[src/rtl/jstk2_spi_responder_pkg.sv]
// jstk2_pkg: shared constants for the JSTK2 joystick SPI responder.
//   - FSM state encoding
//   - default report length and byte-index constants
//   - report_byte(): maps a byte index to its report byte
package jstk2_pkg;

  localparam logic [1:0] S_WAIT_CS_HIGH = 2'd0;
  localparam logic [1:0] S_IDLE         = 2'd1;
  localparam logic [1:0] S_ACTIVE       = 2'd2;

  localparam int FRAME_BYTES = 5;

  localparam logic [2:0] IDX_XL  = 3'd0;
  localparam logic [2:0] IDX_XH  = 3'd1;
  localparam logic [2:0] IDX_YL  = 3'd2;
  localparam logic [2:0] IDX_YH  = 3'd3;
  localparam logic [2:0] IDX_BTN = 3'd4;

  // Any index past the button byte reads as zero.
  function automatic logic [7:0] report_byte(input logic [2:0] idx,
                                             input logic [9:0] x,
                                             input logic [9:0] y,
                                             input logic [7:0] btn);
    case (idx)
      IDX_XL:  return x[7:0];
      IDX_XH:  return {6'b0, x[9:8]};
      IDX_YL:  return y[7:0];
      IDX_YH:  return {6'b0, y[9:8]};
      IDX_BTN: return btn;
      default: return 8'h00;
    endcase
  endfunction

endpackage

[src/rtl/jstk2_spi_responder_if.sv]
// jstk2_spi_responder_if: the four-wire SPI link between the joystick
// reader (master) and the responder (slave).
//   CS_n  chip select, active-low (master -> slave)
//   SCK   serial clock, idles low (master -> slave)
//   MOSI  master data (master -> slave)
//   MISO  responder data, MSB first (slave -> master)
interface jstk2_spi_responder_if;
  logic CS_n;
  logic SCK;
  logic MOSI;
  logic MISO;

  modport master (output CS_n, output SCK, output MOSI, input MISO);
  modport slave  (input CS_n, input SCK, input MOSI, output MISO);
endinterface

[src/rtl/jstk2_spi_responder_sync.sv]
// spi_in_sync: STAGES-deep flop synchronizer for one asynchronous SPI pin,
// with rise/fall detection on the synchronized copy.
//   CLK, RST  system clock, async active-high reset
//   d         raw asynchronous input
//   q         synchronized level
//   rise/fall single-cycle edge strobes, combinational from q
module spi_in_sync #(
  parameter int STAGES = 2
) (
  input  logic CLK,
  input  logic RST,
  input  logic d,
  output logic q,
  output logic rise,
  output logic fall
);

  logic [STAGES-1:0] sync_sr;
  logic              q_prev;

  always_ff @(posedge CLK or posedge RST) begin
    if (RST) begin
      sync_sr <= '0;
      q_prev  <= 1'b0;
    end else begin
      sync_sr <= {sync_sr[STAGES-2:0], d};
      q_prev  <= sync_sr[STAGES-1];
    end
  end

  assign q    = sync_sr[STAGES-1];
  assign rise = q & ~q_prev;
  assign fall = ~q & q_prev;

endmodule

[src/rtl/jstk2_spi_responder.sv]
// jstk2_spi_responder: SPI mode 0 peripheral emulating the JSTK2 joystick.
// Each chip-select frame returns X lo, X hi, Y lo, Y hi, buttons (snapshot
// taken at CS_n fall), then zeros; MOSI bytes are reported on rx_*.
//   CLK, RST        system clock, async active-high reset
//   spi             SPI link (slave modport)
//   x_pos, y_pos    10-bit joystick position to report
//   buttons         button byte to report
//   rx_byte/rx_dv   last complete MOSI byte and its one-cycle strobe
//   rx_index        byte position in frame, reads 7 past FRAME_BYTES
//   frame_done/err  one-cycle strobe at CS_n rise: well-formed / malformed
module jstk2_spi_responder
  import jstk2_pkg::*;
#(
  parameter int SYNC_STAGES = 2,
  parameter int FRAME_BYTES = jstk2_pkg::FRAME_BYTES
) (
  input  logic                    CLK,
  input  logic                    RST,
  jstk2_spi_responder_if.slave    spi,
  input  logic [9:0]              x_pos,
  input  logic [9:0]              y_pos,
  input  logic [7:0]              buttons,
  output logic [7:0]              rx_byte,
  output logic                    rx_dv,
  output logic [2:0]              rx_index,
  output logic                    frame_done,
  output logic                    frame_err
);

  localparam logic [3:0] FB = 4'(FRAME_BYTES);

  logic cs_q, cs_rise, cs_fall;
  logic sck_q_unused, sck_rise, sck_fall;
  logic mosi_q, mosi_rise_unused, mosi_fall_unused;

  spi_in_sync #(.STAGES(SYNC_STAGES)) u_sync_cs (
    .CLK(CLK), .RST(RST), .d(spi.CS_n), .q(cs_q), .rise(cs_rise), .fall(cs_fall)
  );
  spi_in_sync #(.STAGES(SYNC_STAGES)) u_sync_sck (
    .CLK(CLK), .RST(RST), .d(spi.SCK), .q(sck_q_unused), .rise(sck_rise), .fall(sck_fall)
  );
  spi_in_sync #(.STAGES(SYNC_STAGES)) u_sync_mosi (
    .CLK(CLK), .RST(RST), .d(spi.MOSI), .q(mosi_q),
    .rise(mosi_rise_unused), .fall(mosi_fall_unused)
  );

  logic [1:0] state;
  logic [9:0] snap_x, snap_y;
  logic [7:0] snap_btn;
  logic [7:0] tx_sr;     // MISO is always tx_sr[7]
  logic [6:0] rx_sr;     // the 8th bit comes straight from mosi_q
  logic [2:0] bit_cnt;
  logic [2:0] byte_cnt;
  logic [7:0] next_tx;
  logic [7:0] rx_full;

  // byte_cnt already points at the next byte when the 8th SCK fall arrives.
  assign next_tx = ({1'b0, byte_cnt} < FB) ?
                   report_byte(byte_cnt, snap_x, snap_y, snap_btn) : 8'h00;
  assign rx_full = {rx_sr, mosi_q};
  assign spi.MISO = tx_sr[7];

  always_ff @(posedge CLK or posedge RST) begin
    if (RST) begin
      state      <= S_WAIT_CS_HIGH;
      snap_x     <= '0;
      snap_y     <= '0;
      snap_btn   <= '0;
      tx_sr      <= '0;
      rx_sr      <= '0;
      bit_cnt    <= '0;
      byte_cnt   <= '0;
      rx_byte    <= '0;
      rx_dv      <= 1'b0;
      rx_index   <= '0;
      frame_done <= 1'b0;
      frame_err  <= 1'b0;
    end else begin
      rx_dv      <= 1'b0;
      frame_done <= 1'b0;
      frame_err  <= 1'b0;
      case (state)
        S_WAIT_CS_HIGH: begin
          tx_sr <= '0;
          if (cs_q) state <= S_IDLE;
        end
        S_IDLE: begin
          tx_sr <= '0;
          if (cs_fall) begin
            snap_x   <= x_pos;
            snap_y   <= y_pos;
            snap_btn <= buttons;
            tx_sr    <= report_byte(IDX_XL, x_pos, y_pos, buttons);
            rx_sr    <= '0;
            bit_cnt  <= '0;
            byte_cnt <= '0;
            state    <= S_ACTIVE;
          end
        end
        S_ACTIVE: begin
          // CS_n rise wins over any SCK edge in the same cycle.
          if (cs_rise) begin
            state <= S_IDLE;
            tx_sr <= '0;
            if (({1'b0, byte_cnt} >= FB) && (bit_cnt == 3'd0))
              frame_done <= 1'b1;
            else
              frame_err <= 1'b1;
          end else if (sck_rise) begin
            rx_sr   <= rx_full[6:0];
            bit_cnt <= bit_cnt + 3'd1;
            if (bit_cnt == 3'd7) begin
              rx_byte  <= rx_full;
              rx_dv    <= 1'b1;
              // Only the first surplus byte keeps its true index; later
              // overflow bytes all read as 7.
              rx_index <= ({1'b0, byte_cnt} > FB) ? 3'd7 : byte_cnt;
              if (byte_cnt != 3'd7) byte_cnt <= byte_cnt + 3'd1;
            end
          end else if (sck_fall) begin
            if (bit_cnt == 3'd0)
              tx_sr <= next_tx;
            else
              tx_sr <= {tx_sr[6:0], 1'b0};
          end
        end
        default: begin
          state <= S_WAIT_CS_HIGH;
          tx_sr <= '0;
        end
      endcase
    end
  end

endmodule

[src/flat_wrapper.sv]
// flat-port wrapper written by rule: the top's interface ports become plain ports
module jstk2_spi_responder_flat import jstk2_pkg::*;
#(
  parameter int SYNC_STAGES = 2,
  parameter int FRAME_BYTES = jstk2_pkg::FRAME_BYTES
)
  (CLK, RST, x_pos, y_pos, buttons, rx_byte, rx_dv, rx_index, frame_done, frame_err, spi_CS_n, spi_SCK, spi_MOSI, spi_MISO);
  jstk2_spi_responder_if spi_i ();
  input  logic CLK;
  input  logic RST;
  input  logic [9:0] x_pos;
  input  logic [9:0] y_pos;
  input  logic [7:0] buttons;
  output logic [7:0] rx_byte;
  output logic rx_dv;
  output logic [2:0] rx_index;
  output logic frame_done;
  output logic frame_err;
  input wire logic [$bits(spi_i.CS_n)-1:0] spi_CS_n;
  input wire logic [$bits(spi_i.SCK)-1:0] spi_SCK;
  input wire logic [$bits(spi_i.MOSI)-1:0] spi_MOSI;
  output wire logic [$bits(spi_i.MISO)-1:0] spi_MISO;
  assign spi_i.CS_n = spi_CS_n;
  assign spi_i.SCK = spi_SCK;
  assign spi_i.MOSI = spi_MOSI;
  assign spi_MISO = spi_i.MISO;
  jstk2_spi_responder #(.SYNC_STAGES(SYNC_STAGES), .FRAME_BYTES(FRAME_BYTES)) u_core (.CLK(CLK), .RST(RST), .spi(spi_i), .x_pos(x_pos), .y_pos(y_pos), .buttons(buttons), .rx_byte(rx_byte), .rx_dv(rx_dv), .rx_index(rx_index), .frame_done(frame_done), .frame_err(frame_err));
endmodule
[config.mk]
export PLATFORM = sky130hd
export DESIGN_NAME = jstk2_spi_responder_flat
export DESIGN_NICKNAME = d
export VERILOG_FILES = /design/src/rtl/jstk2_spi_responder_pkg.sv /design/src/rtl/jstk2_spi_responder_if.sv /design/src/rtl/jstk2_spi_responder_sync.sv /design/src/rtl/jstk2_spi_responder.sv /design/src/flat_wrapper.sv
export SDC_FILE = /design/constraint.sdc
export NUM_CORES = 1
export LEC_CHECK = 0
export CAP_MARGIN = 20
export CORE_UTILIZATION = 55
export DETAILED_ROUTE_END_ITERATION = 6
export PLACE_DENSITY = 0.81
export SETUP_SLACK_MARGIN = 0.05
export SKIP_LAST_GASP = 1
export SLEW_MARGIN = 30
export SYNTH_ARGS = -nofsm -noshare
export SYNTH_HDL_FRONTEND = slang
export SYNTH_HIERARCHICAL = 1
export SYNTH_SLANG_ARGS = --single-unit
export TNS_END_PERCENT = 20
[constraint.sdc]
create_clock -name CLK -period 4.16 [get_ports CLK]
set_input_delay 1.248 -clock CLK [delete_from_list [all_inputs] [get_ports CLK]]
set_output_delay 1.248 -clock CLK [all_outputs]
set_load 0.01 [all_outputs]
Yosys cells after proc, flatten, opt, wreduce, memory -nomap -nowiden --
Cells that the tools add are included.
Operators by class: add/sub/neg operators 2, equal/unequal tests 17, multiplexer cells 36, bitwise gates (word level) 9, magnitude comparators 3, reductions and logical operators 11
Operator list (number):
- 8-bit 2-to-1 mux | 6
- 8-bit case mux with 5 select lines | 1
- 3-bit 2-to-1 mux | 8
- 7-bit 2-to-1 mux | 3
- 8-bit case mux with 2 select lines | 1
- 7-bit case mux with 2 select lines | 1
- 3-bit case mux with 2 select lines | 2
- 1-bit 2-to-1 mux | 10
- 2-bit by 1-bit inequality test with 1-bit output (second input constant) | 5
- 4-bit AND reduction | 2
- 3-bit by 1-bit adder with 3-bit output (second input constant) | 2
- 3-bit by 2-bit equality test with 1-bit output (second input constant) | 2
- 3-bit equality test (second input constant) | 2
- 3-bit zero test | 2
- 2-bit 2-to-1 mux | 3
- 2-bit case mux with 3 select lines | 1
- 6-bit AND reduction | 1
- 1-bit NOT | 5
- 1-bit bitwise AND | 4
- 2-bit inequality test (second input constant) | 2
- 2-bit AND reduction | 2
- 3-bit by 1-bit equality test with 1-bit output (second input constant) | 1
- 3-bit greater-or-equal comparator (second input constant) | 1
- 3-bit > comparator (second input constant) | 1
- 10 further kinds | 10
Storage, ports and cells: register bits after elaboration 73, output and inout bits 15, input port bits 33

Depth between registers and ports, before layout --
depth in word-level cells 8, gate-level depth with buffers 8

Cells and area by module --
The synthesis kept the hierarchy.
Modules (own cells, without submodules):
- jstk2_spi_responder | times used 1, area each 3004.1 um2, cells each 247, seq. area each 1626.6 um2
- spi_in_sync | times used 3, area each 93.8 um2, cells each 6, seq. area each 75.1 um2

Worst setup path before layout --
OpenSTA, ideal clock, no wires.
kind flip-flop to flip-flop, start register u_core.byte_cnt[2], end register u_core.tx_sr[1], clock period less this slack 1.912 ns, arrival 1.783 ns, stages on the path, launching flop included 9, required time 4.031 ns, slack 2.248 ns, path through dfrtp_1 -> buf_2 -> clkbuf_1 -> inv_1 -> ha_1 -> nor2_1 -> a2111oi_4 -> a222oi_1 -> o21ai_1
On the way: cells in the longest elaborated chain, start to end 8, elaborated cells on any way between the ends 13
RTL lines:
- from (decl) | RTL line jstk2_spi_responder.sv:53 | logic [2:0] byte_cnt;
- from (signal assigned) | RTL line jstk2_spi_responder.sv:118 | if (byte_cnt != 3'd7) byte_cnt <= byte_cnt + 3'd1;
- 3-bit equality test, or another cell as far along | RTL line jstk2_spi_responder_pkg.sv:24 | case (idx)
- 8-bit case mux with 5 select lines | RTL line jstk2_spi_responder_pkg.sv:24
- 8-bit 2-to-1 mux (*) | RTL line jstk2_spi_responder.sv:58 | assign next_tx = ({1'b0, byte_cnt} < FB) ?
- 8-bit 2-to-1 mux (*) | RTL line jstk2_spi_responder.sv:121 | if (bit_cnt == 3'd0)
- 8-bit 2-to-1 mux (*) | RTL line jstk2_spi_responder.sv:120 | end else if (sck_fall) begin
- 8-bit 2-to-1 mux (*) | RTL line jstk2_spi_responder.sv:109 | end else if (sck_rise) begin
- 8-bit 2-to-1 mux (*) | RTL line jstk2_spi_responder.sv:102 | if (cs_rise) begin
- 8-bit case mux with 2 select lines (*) | RTL line jstk2_spi_responder.sv:82 | case (state)
- to (signal assigned) | RTL line jstk2_spi_responder.sv:93 | tx_sr <= report_byte(IDX_XL, x_pos, y_pos, buttons);
- to (signal assigned) | RTL line jstk2_spi_responder.sv:122 | tx_sr <= next_tx;
- to (signal assigned) | RTL line jstk2_spi_responder.sv:124 | tx_sr <= {tx_sr[6:0], 1'b0};
- to (decl) | RTL line jstk2_spi_responder.sv:50 | logic [7:0] tx_sr;
Every way passes the cells marked *; elsewhere a longest branch is shown, timed or not. The select of a mux whose other input is x is not followed. A chain may end at the register's enable or synchronous reset.

Worst setup path after layout --
start register u_core.rx_index[1], end output port rx_index[1]
RTL lines:
- from (decl) | RTL line jstk2_spi_responder.sv:25 | output logic [2:0] rx_index,
- from (signal assigned) | RTL line jstk2_spi_responder.sv:117 | rx_index <= ({1'b0, byte_cnt} > FB) ? 3'd7 : byte_cnt;
- to (decl) | RTL line flat_wrapper.sv:16 | output logic [2:0] rx_index;
No word-level cell between the ends.

==> impl_metrics.yaml <==
global_routing:
  antenna_found_initial: 0
  gr-total-overflow: 0
  grt_pass1_vias: 2205
  grt_max_degree: 37
  grt_usage_pct: 21.9
  grt_pass1_wl_mm: 10.1
route:
  drt_iter0_markers: 151
  vias: 2147
  wire_per_inst_um: 15.7
  ant_nets: 0
  firstDrtPassIters: 4
  wirelength_mm: 6.01
  drc: 0
  viasPerCell: 5.61
clock_tree:
  cts.root.buffer_cell: "clkbuf_8"
  cts.sink_count: 73
  cts_buffers: 9
  clockBufferDepth: 2
  htree_levels: 3
  clk_latency_ps: 340
  postCtsHoldBufs: 0
  cts_resized: 0
  clkTransAtPathRegs_ps: 70
  cts_setup_buffers: 0
  cts_tree: "yes"
synthesis:
  synth.avg_cell_area_um2: 12.4
  syn_inst: 262
  synth_fp_nets: 308
  synth_area_mm2: 0.00325
  yosysWarnings: 6
timing:
  slew_violations: 0
  fin_setup_tns_ps: 0
  rsz0062_at_grt: "false"
  setup_violations: 0
  slew_headroom_pct: 53.1
  holdWs_ps: 352
  worstMarginPinSlew_ps: 704
  hold_viol_final: 0
  finalCritPeriodShare_pct: 59.7
  clock_skew_ps: 8.08
  layout_min_cycle_time_ps: 2480
  fmax_ghz: 0.402
  setup_ws_ps: 1680
floorplanning:
  die-area_mm2: 0.00621
  core_mm2: 0.00561
  io_pins: 48
  start_util_pct: 57.9
  die_h_um: 78.8
  num_rows: 27
  die_x_um: 78.8
placement:
  place_area_mm2: 0.00377
  place.port_buffers: 47
  hpwl_mm: 4.15
  post-place-ws_ps: 1730
  place_congestion: 0.749
status:
  status: "completed"
worst_setup_path:
  cp_slowest_stage_delay_ps: 540
  cp_max_fo: 2
  crit_family: "buffers and inverters"
  regToRegSetupSlack_ps: 1880
  timing.critical_path.buf_inv: 1
  crit_type: "flop to output pin"
  cp_slowest_cell: "clkdlybuf4s50_1"
  crit_arrival_ps: 1240
  cp-start-kind: "flop"
  cp-end-kind: "output pin"
  worstPathRequired_ps: 2910
  path_cells: "clkdlybuf4s50_1"
worst_hold_path:
  hold_class: "flop to flop"
power_and_ir_drop:
  p_sw_uw: 607
  p_sw_share_pct: 29.8
  powerDensity_mw_per_mm2: 515
  combPwrFrac_pct: 26.5
  clock_power_share_pct: 24.6
  ir_worst_vdd_v: 0.000298
  pwr-share-seq_pct: 48.9
  p_int_uw: 1430
  leakage_uw: 0.00176
run:
  max-cap-violations: 0
finish:
  antenna_cells: 0
  final_common_cell: "dfrtp_1"
  drive_gt1_share_pct: 19.9
  layout_common_cells: "dfrtp_1 (73), clkdlybuf4s50_1 (47), mux2_2 (37), nand2_1 (20)"
  layout.nets: 353
  final_area_mm2: 0.00395
  area_delta_synth_final_pct: 21.8
-- per-layer routing --
metal,vias up,wire (um),track usage [%]
met5,-,0,0
met4,0,77,7.64
li1,1020,-,-
met2,56,2950,36.3
met1,1064,2610,26.5
met3,7,373,7.82
-- registers in the layout, indices dropped and copies added (netlist names) --
register,cells
u_core/rx_dv,1
u_core/u_sync_sck/q_prev,1
u_core/bit_cnt,3
u_core/state,2
u_core/snap_btn,8
u_core/byte_cnt,3
u_core/u_sync_cs/sync_sr,2
u_core/frame_err,1
u_core/rx_byte,8
u_core/snap_x,10
u_core/u_sync_sck/sync_sr,2
u_core/rx_index,3
u_core/rx_sr,7
u_core/snap_y,10
u_core/frame_done,1
u_core/tx_sr,8
u_core/u_sync_cs/q_prev,1
u_core/u_sync_mosi/sync_sr,2
-- power groups by stage --
stage,combinational [uW],clock [uW],sequential (uW)
3_5_place_dp,534,0,1010
5_1_grt,595,547,1020
2_1_floorplan,414,0,978
3_3_place_gp,515,0,999
4_1_cts,540,518,996
6_report,539,501,996
-- layout make-up --
type | count | area (um^2)
clock buffers | 13 | 169
clock inverters | 2 | 12.5
fillers | 402 | 1650
inverters | 15 | 56.3
multi-input cells | 159 | 1300
flip-flops and latches | 73 | 1830
well taps | 72 | 90.1
repair buffers | 49 | 498
-- path summary, 6_finish.rpt --
path,from,to,cells past startpoint
worst max register to register,u_core/byte_cnt[0],u_core/tx_sr[1],6
worst min register to register,u_core/u_sync_mosi/sync_sr[0],u_core/u_sync_mosi/sync_sr[1],0
worst max-delay path,u_core/rx_index[1],rx_index[1],1
max in group asynchronous,RST,u_core/snap_x[1],3
worst min-delay path,u_core/u_sync_mosi/sync_sr[0],u_core/u_sync_mosi/sync_sr[1],0
min in group asynchronous,RST,u_core/u_sync_mosi/sync_sr[1],2
-- stage by stage --
stage               instances  power [uW]  utilization (%)
floorplan                 262        1390                -
global placement          368        1510             67.2
detailed placement        368        1550             67.3
CTS                       383        2050             70.5
global route              383        2160             70.5
finish                    383        2040             70.5
No activity file was read; power rests on OpenSTA's default activity.
